--- config.mk ---
export PLATFORM = sky130hd
export DESIGN_NAME = axi4_burst_reg_slave
export DESIGN_NICKNAME = d
export VERILOG_FILES = /design/src/rtl/axi4_burst_reg_slave.sv
export SDC_FILE = /design/constraint.sdc
export NUM_CORES = 1
export LEC_CHECK = 0
export ABC_AREA = 0
export BUFFER_PORTS_ARGS = -buffer_cell sky130_fd_sc_hd__buf_2
export CAP_MARGIN = 20
export CORE_MARGIN = 1.5
export CORE_UTILIZATION = 55
export DETAILED_ROUTE_END_ITERATION = 10
export GPL_TIMING_DRIVEN = 0
export PLACE_DENSITY = 0.69
export SLEW_MARGIN = 20
export SYNTH_ARGS = -nofsm -noshare
export SYNTH_HDL_FRONTEND = slang
export SYNTH_SLANG_ARGS = --single-unit
--- constraint.sdc ---
create_clock -name S_AXI_ACLK -period 3 [get_ports S_AXI_ACLK]
set_input_delay 0 -clock S_AXI_ACLK [delete_from_list [all_inputs] [get_ports S_AXI_ACLK]]
set_output_delay 0 -clock S_AXI_ACLK [all_outputs]
set_load 0.005 [all_outputs]
--- src/rtl/axi4_burst_reg_slave.sv ---
// axi4_burst_reg_slave: AXI4 burst slave (INCR/FIXED/WRAP, byte strobes, ID-tagged responses) over a 32-bit register bank.
// Optional feature macro AXI_SLV_ADDR_CHECK_EN: beats beyond C_NUM_WORDS are dropped and flagged SLVERR instead of aliasing.
module axi4_burst_reg_slave #(
    parameter int C_S_AXI_ID_WIDTH   = 1,
    parameter int C_S_AXI_DATA_WIDTH = 32,
    parameter int C_S_AXI_ADDR_WIDTH = 6,
    parameter int C_NUM_WORDS        = 16
) (
    input  logic                            S_AXI_ACLK,
    input  logic                            S_AXI_ARESET,
    input  logic [C_S_AXI_ID_WIDTH-1:0]     S_AXI_AWID,
    input  logic [C_S_AXI_ADDR_WIDTH-1:0]   S_AXI_AWADDR,
    input  logic [7:0]                      S_AXI_AWLEN,
    input  logic [2:0]                      S_AXI_AWSIZE,
    input  logic [1:0]                      S_AXI_AWBURST,
    input  logic                            S_AXI_AWVALID,
    output logic                            S_AXI_AWREADY,
    input  logic [C_S_AXI_DATA_WIDTH-1:0]   S_AXI_WDATA,
    input  logic [C_S_AXI_DATA_WIDTH/8-1:0] S_AXI_WSTRB,
    input  logic                            S_AXI_WLAST,
    input  logic                            S_AXI_WVALID,
    output logic                            S_AXI_WREADY,
    output logic [C_S_AXI_ID_WIDTH-1:0]     S_AXI_BID,
    output logic [1:0]                      S_AXI_BRESP,
    output logic                            S_AXI_BVALID,
    input  logic                            S_AXI_BREADY,
    input  logic [C_S_AXI_ID_WIDTH-1:0]     S_AXI_ARID,
    input  logic [C_S_AXI_ADDR_WIDTH-1:0]   S_AXI_ARADDR,
    input  logic [7:0]                      S_AXI_ARLEN,
    input  logic [2:0]                      S_AXI_ARSIZE,
    input  logic [1:0]                      S_AXI_ARBURST,
    input  logic                            S_AXI_ARVALID,
    output logic                            S_AXI_ARREADY,
    output logic [C_S_AXI_ID_WIDTH-1:0]     S_AXI_RID,
    output logic [C_S_AXI_DATA_WIDTH-1:0]   S_AXI_RDATA,
    output logic [1:0]                      S_AXI_RRESP,
    output logic                            S_AXI_RLAST,
    output logic                            S_AXI_RVALID,
    input  logic                            S_AXI_RREADY
);
    localparam int AW = C_S_AXI_ADDR_WIDTH;
    localparam int NB = C_S_AXI_DATA_WIDTH / 8;
    localparam int IW = $clog2(C_NUM_WORDS);
    localparam logic [1:0] BURST_FIXED = 2'b00;
    localparam logic [1:0] BURST_WRAP  = 2'b10;
    localparam logic [1:0] RESP_OKAY   = 2'b00;
    localparam logic [1:0] RESP_SLVERR = 2'b10;
    localparam logic [1:0] W_IDLE = 2'd0;
    localparam logic [1:0] W_DATA = 2'd1;
    localparam logic [1:0] W_RESP = 2'd2;
    localparam logic       R_IDLE = 1'b0;
    localparam logic       R_DATA = 1'b1;

    // AxSIZE is ignored: every beat is a full 4-byte word
    function automatic logic [AW-1:0] next_addr(input logic [AW-1:0] a, input logic [7:0] len, input logic [1:0] burst);
        logic [AW-1:0] mask;
        logic          wrap_ok;
        mask    = AW'({len, 2'b11});
        wrap_ok = (len == 8'd1) || (len == 8'd3) || (len == 8'd7) || (len == 8'd15);
        return (burst == BURST_FIXED) ? a :
               (burst == BURST_WRAP && wrap_ok) ? ((a & ~mask) | ((a + AW'(4)) & mask)) :
               a + AW'(4);
    endfunction

    function automatic logic [IW-1:0] word_idx(input logic [AW-1:0] a);
        return a[IW+1:2];
    endfunction

    logic [C_S_AXI_DATA_WIDTH-1:0] mem [C_NUM_WORDS];

    logic [1:0]                  w_state;
    logic                        aw_ready;
    logic [AW-1:0]               w_addr;
    logic [7:0]                  w_len;
    logic [7:0]                  w_beat;
    logic [1:0]                  w_burst;
    logic [C_S_AXI_ID_WIDTH-1:0] w_id;
    logic                        w_err;
    logic                        b_valid;
    logic [1:0]                  b_resp;
    logic [C_S_AXI_ID_WIDTH-1:0] b_id;
    logic                        w_last;
    logic                        w_err_next;
    logic                        w_oob;

    logic                        r_state;
    logic                        ar_ready;
    logic [AW-1:0]               r_addr;
    logic [7:0]                  r_len;
    logic [7:0]                  r_beat;
    logic [1:0]                  r_burst;
    logic [C_S_AXI_ID_WIDTH-1:0] r_id;
    logic                        r_valid;
    logic                        r_last;
    logic [1:0]                  r_resp;
    logic [C_S_AXI_DATA_WIDTH-1:0] r_data;
    logic [AW-1:0]               r_load_addr;
    logic                        r_oob;
    logic                        unused;

    assign unused = ^{S_AXI_AWSIZE, S_AXI_ARSIZE};

    // The beat counter, not WLAST, ends the burst; a disagreeing WLAST only taints the response
    assign w_last      = (w_beat == w_len);
    assign w_err_next  = w_err | w_oob | (S_AXI_WLAST != w_last);
    // Address of the beat about to be presented: the AR address on acceptance, else the successor
    assign r_load_addr = (r_state == R_IDLE) ? S_AXI_ARADDR : next_addr(r_addr, r_len, r_burst);

`ifdef AXI_SLV_ADDR_CHECK_EN
    assign w_oob = |(w_addr[AW-1:2] >> IW);
    assign r_oob = |(r_load_addr[AW-1:2] >> IW);
`else
    assign w_oob = 1'b0;
    assign r_oob = 1'b0;
`endif

    assign S_AXI_AWREADY = aw_ready;
    assign S_AXI_WREADY  = (w_state == W_DATA);
    assign S_AXI_BVALID  = b_valid;
    assign S_AXI_BRESP   = b_resp;
    assign S_AXI_BID     = b_id;
    assign S_AXI_ARREADY = ar_ready;
    assign S_AXI_RVALID  = r_valid;
    assign S_AXI_RLAST   = r_last;
    assign S_AXI_RRESP   = r_resp;
    assign S_AXI_RDATA   = r_data;
    assign S_AXI_RID     = r_id;

    // Write FSM: capture AW, absorb one beat per cycle into the register bank, then hold B until taken
    always_ff @(posedge S_AXI_ACLK) begin
        if (S_AXI_ARESET) begin
            w_state  <= W_IDLE;
            aw_ready <= 1'b0;
            w_addr   <= '0;
            w_len    <= '0;
            w_beat   <= '0;
            w_burst  <= '0;
            w_id     <= '0;
            w_err    <= 1'b0;
            b_valid  <= 1'b0;
            b_resp   <= RESP_OKAY;
            b_id     <= '0;
            for (int i = 0; i < C_NUM_WORDS; i++) mem[i] <= '0;
        end else begin
            case (w_state)
                W_IDLE: begin
                    if (S_AXI_AWVALID && aw_ready) begin
                        aw_ready <= 1'b0;
                        w_addr   <= S_AXI_AWADDR;
                        w_len    <= S_AXI_AWLEN;
                        w_burst  <= S_AXI_AWBURST;
                        w_id     <= S_AXI_AWID;
                        w_beat   <= '0;
                        w_err    <= 1'b0;
                        w_state  <= W_DATA;
                    end else begin
                        aw_ready <= 1'b1;
                    end
                end
                W_DATA: begin
                    if (S_AXI_WVALID) begin
                        if (!w_oob) begin
                            for (int b = 0; b < NB; b++)
                                if (S_AXI_WSTRB[b]) mem[word_idx(w_addr)][8*b +: 8] <= S_AXI_WDATA[8*b +: 8];
                        end
                        w_addr <= next_addr(w_addr, w_len, w_burst);
                        w_beat <= w_beat + 8'd1;
                        w_err  <= w_err_next;
                        if (w_last) begin
                            b_valid <= 1'b1;
                            b_resp  <= w_err_next ? RESP_SLVERR : RESP_OKAY;
                            b_id    <= w_id;
                            w_state <= W_RESP;
                        end
                    end
                end
                W_RESP: begin
                    if (S_AXI_BREADY) begin
                        b_valid  <= 1'b0;
                        aw_ready <= 1'b1;
                        w_state  <= W_IDLE;
                    end
                end
                default: w_state <= W_IDLE;
            endcase
        end
    end

    // Read FSM: register each beat from the bank and hold it until the master takes it
    always_ff @(posedge S_AXI_ACLK) begin
        if (S_AXI_ARESET) begin
            r_state  <= R_IDLE;
            ar_ready <= 1'b0;
            r_addr   <= '0;
            r_len    <= '0;
            r_beat   <= '0;
            r_burst  <= '0;
            r_id     <= '0;
            r_valid  <= 1'b0;
            r_last   <= 1'b0;
            r_resp   <= RESP_OKAY;
            r_data   <= '0;
        end else begin
            case (r_state)
                R_IDLE: begin
                    if (S_AXI_ARVALID && ar_ready) begin
                        ar_ready <= 1'b0;
                        r_addr   <= S_AXI_ARADDR;
                        r_len    <= S_AXI_ARLEN;
                        r_burst  <= S_AXI_ARBURST;
                        r_id     <= S_AXI_ARID;
                        r_beat   <= '0;
                        r_valid  <= 1'b1;
                        r_last   <= (S_AXI_ARLEN == 8'd0);
                        r_data   <= r_oob ? '0 : mem[word_idx(r_load_addr)];
                        r_resp   <= r_oob ? RESP_SLVERR : RESP_OKAY;
                        r_state  <= R_DATA;
                    end else begin
                        ar_ready <= 1'b1;
                    end
                end
                R_DATA: begin
                    if (S_AXI_RREADY) begin
                        if (r_last) begin
                            r_valid  <= 1'b0;
                            r_last   <= 1'b0;
                            ar_ready <= 1'b1;
                            r_state  <= R_IDLE;
                        end else begin
                            r_addr <= r_load_addr;
                            r_beat <= r_beat + 8'd1;
                            r_last <= (r_beat + 8'd1 == r_len);
                            r_data <= r_oob ? '0 : mem[word_idx(r_load_addr)];
                            r_resp <= r_oob ? RESP_SLVERR : RESP_OKAY;
                        end
                    end
                end
                default: r_state <= R_IDLE;
            endcase
        end
    end
endmodule

==> out/results.tsv <==
stage	metric	value	unit
status	status	finished with violations	
status	violated checks	negative setup slack	
grt	gr usage total	0.326	
yosys	Yosys reg bits	601	
yosys	Post-synth EDFFs	512	
timing	RSZ-0062 raised after global routing	true	
min_path	Min-Delay Path Class	in2reg	
floorplan	io pins	128	
yosys	FFs w/ async S/R, synth	0	
yosys	Top FF cell, synth	edfxtp_1	
critical_path	Crit. End Element	flop	
floorplan	Initial Utilization	0.560	
yosys	Syn Area/Cell	12.3	µm²
yosys	Synth Area in Compound Gates	0.0474	
clock_network	worst-case clock buffer depth	3	
critical_path	critical path class	reg2reg	
cells_and_area	area grow syn2layout	17.6	%
timing	PnR worst setup slack	-73.9	ps
timing	fin crit period	3070	ps
placed_design	GP Congestion	1.01	
yosys	register area share after synthesis	0.623	
clock_network	clock-pin slew on the worst setup and hold paths	60	ps
power	pwr dens	609	mW/mm²
placed_design	dpl ws	-1010	ps
floorplan	die width	227	µm
yosys	Syn Inst Count	2236	
grt	total grt overflow	0	
floorplan	die area	0.0514	mm²
clock_network	H-tree levels	2	
timing	worst relative slew slack	0.352	
yosys	largest family of logic cells by synthesized area	simple AND/OR/NAND/NOR gates	
placed_design	dpl hpwl	56.2	mm
yosys	Synth Area in XOR/XNOR	0.00922	
clock_network	CTS tree	done	
critical_path	CP required	3560	ps
floorplan	die height	227	µm
cells_and_area	Final Cell Area	0.0324	mm²
yosys	mux cell area share after synthesis	0.0660	
detailed_routing	vias	19353	
detailed_routing	drt first pass iters	5	
grt	first-pass GRT wire length	120	mm
clock_network	Root Buffer	clkbuf_16	
timing	Hold Vio Cnt, Final	0	
cells_and_area	commonest non-fill, non-tap cell in the layout	and2_1	
power	LEAKAGE	12.0	nW
yosys	Distinct cells, synth	58	
grt	initial antenna violation count	2	
clock_network	Sink Count	601	
detailed_routing	average routed wire per standard cell	25.7	µm
cells_and_area	share of layout cells above drive strength 1	0.189	
floorplan	total core area	0.0492	mm²
grt	largest net degree at the start of global routing	17	
timing	maximum clock rate	325	MHz
yosys	post-synthesis adder-cell area fraction	0.00318	
timing	Worst Tran Pin Value	971	ps
timing	skew final	27.7	ps
detailed_routing	DRC Markers	0	
critical_path	Worst EP arrival	3630	ps
cells_and_area	most frequent cells in the layout	and2_1, edfxtp_1, nand2_1	
cells_and_area	Finished Core Util	0.659	
timing	setup violators final	3	
yosys	post-synthesis simple-gate area fraction	0.226	
placed_design	IO Port Bufs	114	
detailed_routing	1st-iter DRT viols	2167	
power	peak supply drop	0.526	mV
detailed_routing	DRT Wirelength	82.5	mm
placed_design	Post-DP Area	0.0290	mm²
clock_network	total CTS buffers	61	
grt	vias in the first global route	18838	
critical_path	Startpoint Class	flop	
critical_path	Max FO, Critical Path	10	
clock_network	worst-skew pair later-pin latency	660	ps
yosys	YS warnings	0	
detailed_routing	routed vias/inst	6.02	
detailed_routing	Post-DRT Antenna Nets	0	
timing	max-slew violations	0	
timing	fin crit share	1.02	
yosys	synthesized cell area	0.0275	mm²
flow_run	max-cap violations	0	
floorplan	num rows	81	
cells_and_area	Nets	2585	
-- cells by family (layout without fill, tap and decap cells) --
| family | after synthesis | after routing |
|---|---|---|
| buf+inv | 154 | 462 |
| xor+xnor | 29 | 29 |
| compound gates | 179 | 179 |
| mux | 98 | 98 |
| other cells | 1 | 6 |
| flops | 601 | 601 |
| fa+ha+maj | 7 | 7 |
| simple gates | 1167 | 1167 |
-- area by class of cell --
class | instances | area (µm²)
flip-flops and latches | 601 | 17200
clock buffers | 73 | 1600
clock inverters | 42 | 422
plain buffers | 140 | 779
well taps | 664 | 831
diodes | 3 | 7.51
repair buffers | 197 | 1420
fillers | 3695 | 16800
multi-input cells | 1483 | 10100
inverters | 10 | 37.5
-- state kept, by name, indices dropped and copies added (netlist names), 2 cells and up, named ones only --
signal / count
r_addr: 4
mem: 512
w_state: 2
w_len: 8
w_beat: 8
r_burst: 2
r_len: 8
r_beat: 8
S_AXI_RDATA: 32
w_burst: 2
-- cells in the mapped netlist (all sizes together) (4+ instances only) --
library cell,count,area [µm²]
a21oi,42,210
a22oi,34,255
a311oi,32,280
a32oi,31,272
and2,515,3220
and3,4,25.0
buf,47,294
clkbuf,97,364
dfxtp,89,1780
edfxtp,512,15400
ha,7,87.6
inv,10,37.5
mux2i,35,350
mux4,62,1460
nand2,282,1060
nand3,17,85.1
nand4,101,632
nor2,145,552
nor2b,6,37.5
nor3,14,75.1
nor4,4,25.0
o21ai,17,85.1
or2,66,413
xnor2,10,87.6
xor2,19,166
-- stage by stage --
| step | std cells | TNS [ps] | power [W] | hold WS, ps |
|---|---|---|---|---|
| 3_3_place_gp | 3016 | -422980 | 0.0118 | 229 |
| 3_5_place_dp | 3016 | -476630 | 0.0118 | 233 |
| 2_1_floorplan | 2238 | 0 | 0.0109 | 115 |
| 4_1_cts | 3204 | -5650 | 0.0196 | 36.2 |
| 5_1_grt | 3211 | -1110 | 0.0202 | 110 |
| 6_report | 3213 | -131 | 0.0197 | 73.7 |
-- power by group --
group	internal, W	switching, W
clock	0.00448	0.00332
combinational	0.000826	0.00158
sequential	0.00937	0.000164
total	0.0147	0.00506
-- final timing paths --
kind / start / to / slack (ps) / cells after the start
min reg2reg: r_len[6] / r_len[6] / 480 / 2
max: r_len[6] / S_AXI_RDATA[10] / -70 / 9
max reg2reg: r_len[6] / S_AXI_RDATA[10] / -70 / 9
min: S_AXI_ARESET / w_beat[2] / 70 / 4
-- layer usage --
layer / up-vias / track usage / wire length [µm]
met4: 0 / 0.127 / 3420
met5: - / 0 / 0
li1: 8585 / - / -
met1: 9507 / 0.438 / 31900
met2: 1061 / 0.531 / 39300
met3: 200 / 0.0578 / 7870
-- what timing repair did --
action,CTS,global route
cloned,0,0
pin swaps,7,22
hold buffers,74,0
endpoints found under the hold margin,241,0
setup endpoints to repair,1020,541
setup buffers,1,8
gates resized for setup,107,71
-- critical path, stage by stage, from the launching register on --
cell and delay (ps):
dfxtp_2 330, or4_4 590, o2111a_2 300, or3_4 430, buf_12 170, buf_6 170
mux2i_1 160, a32oi_2 310, nand4_1 220, a311oi_2 300
Power figures use the tool's default switching activity.
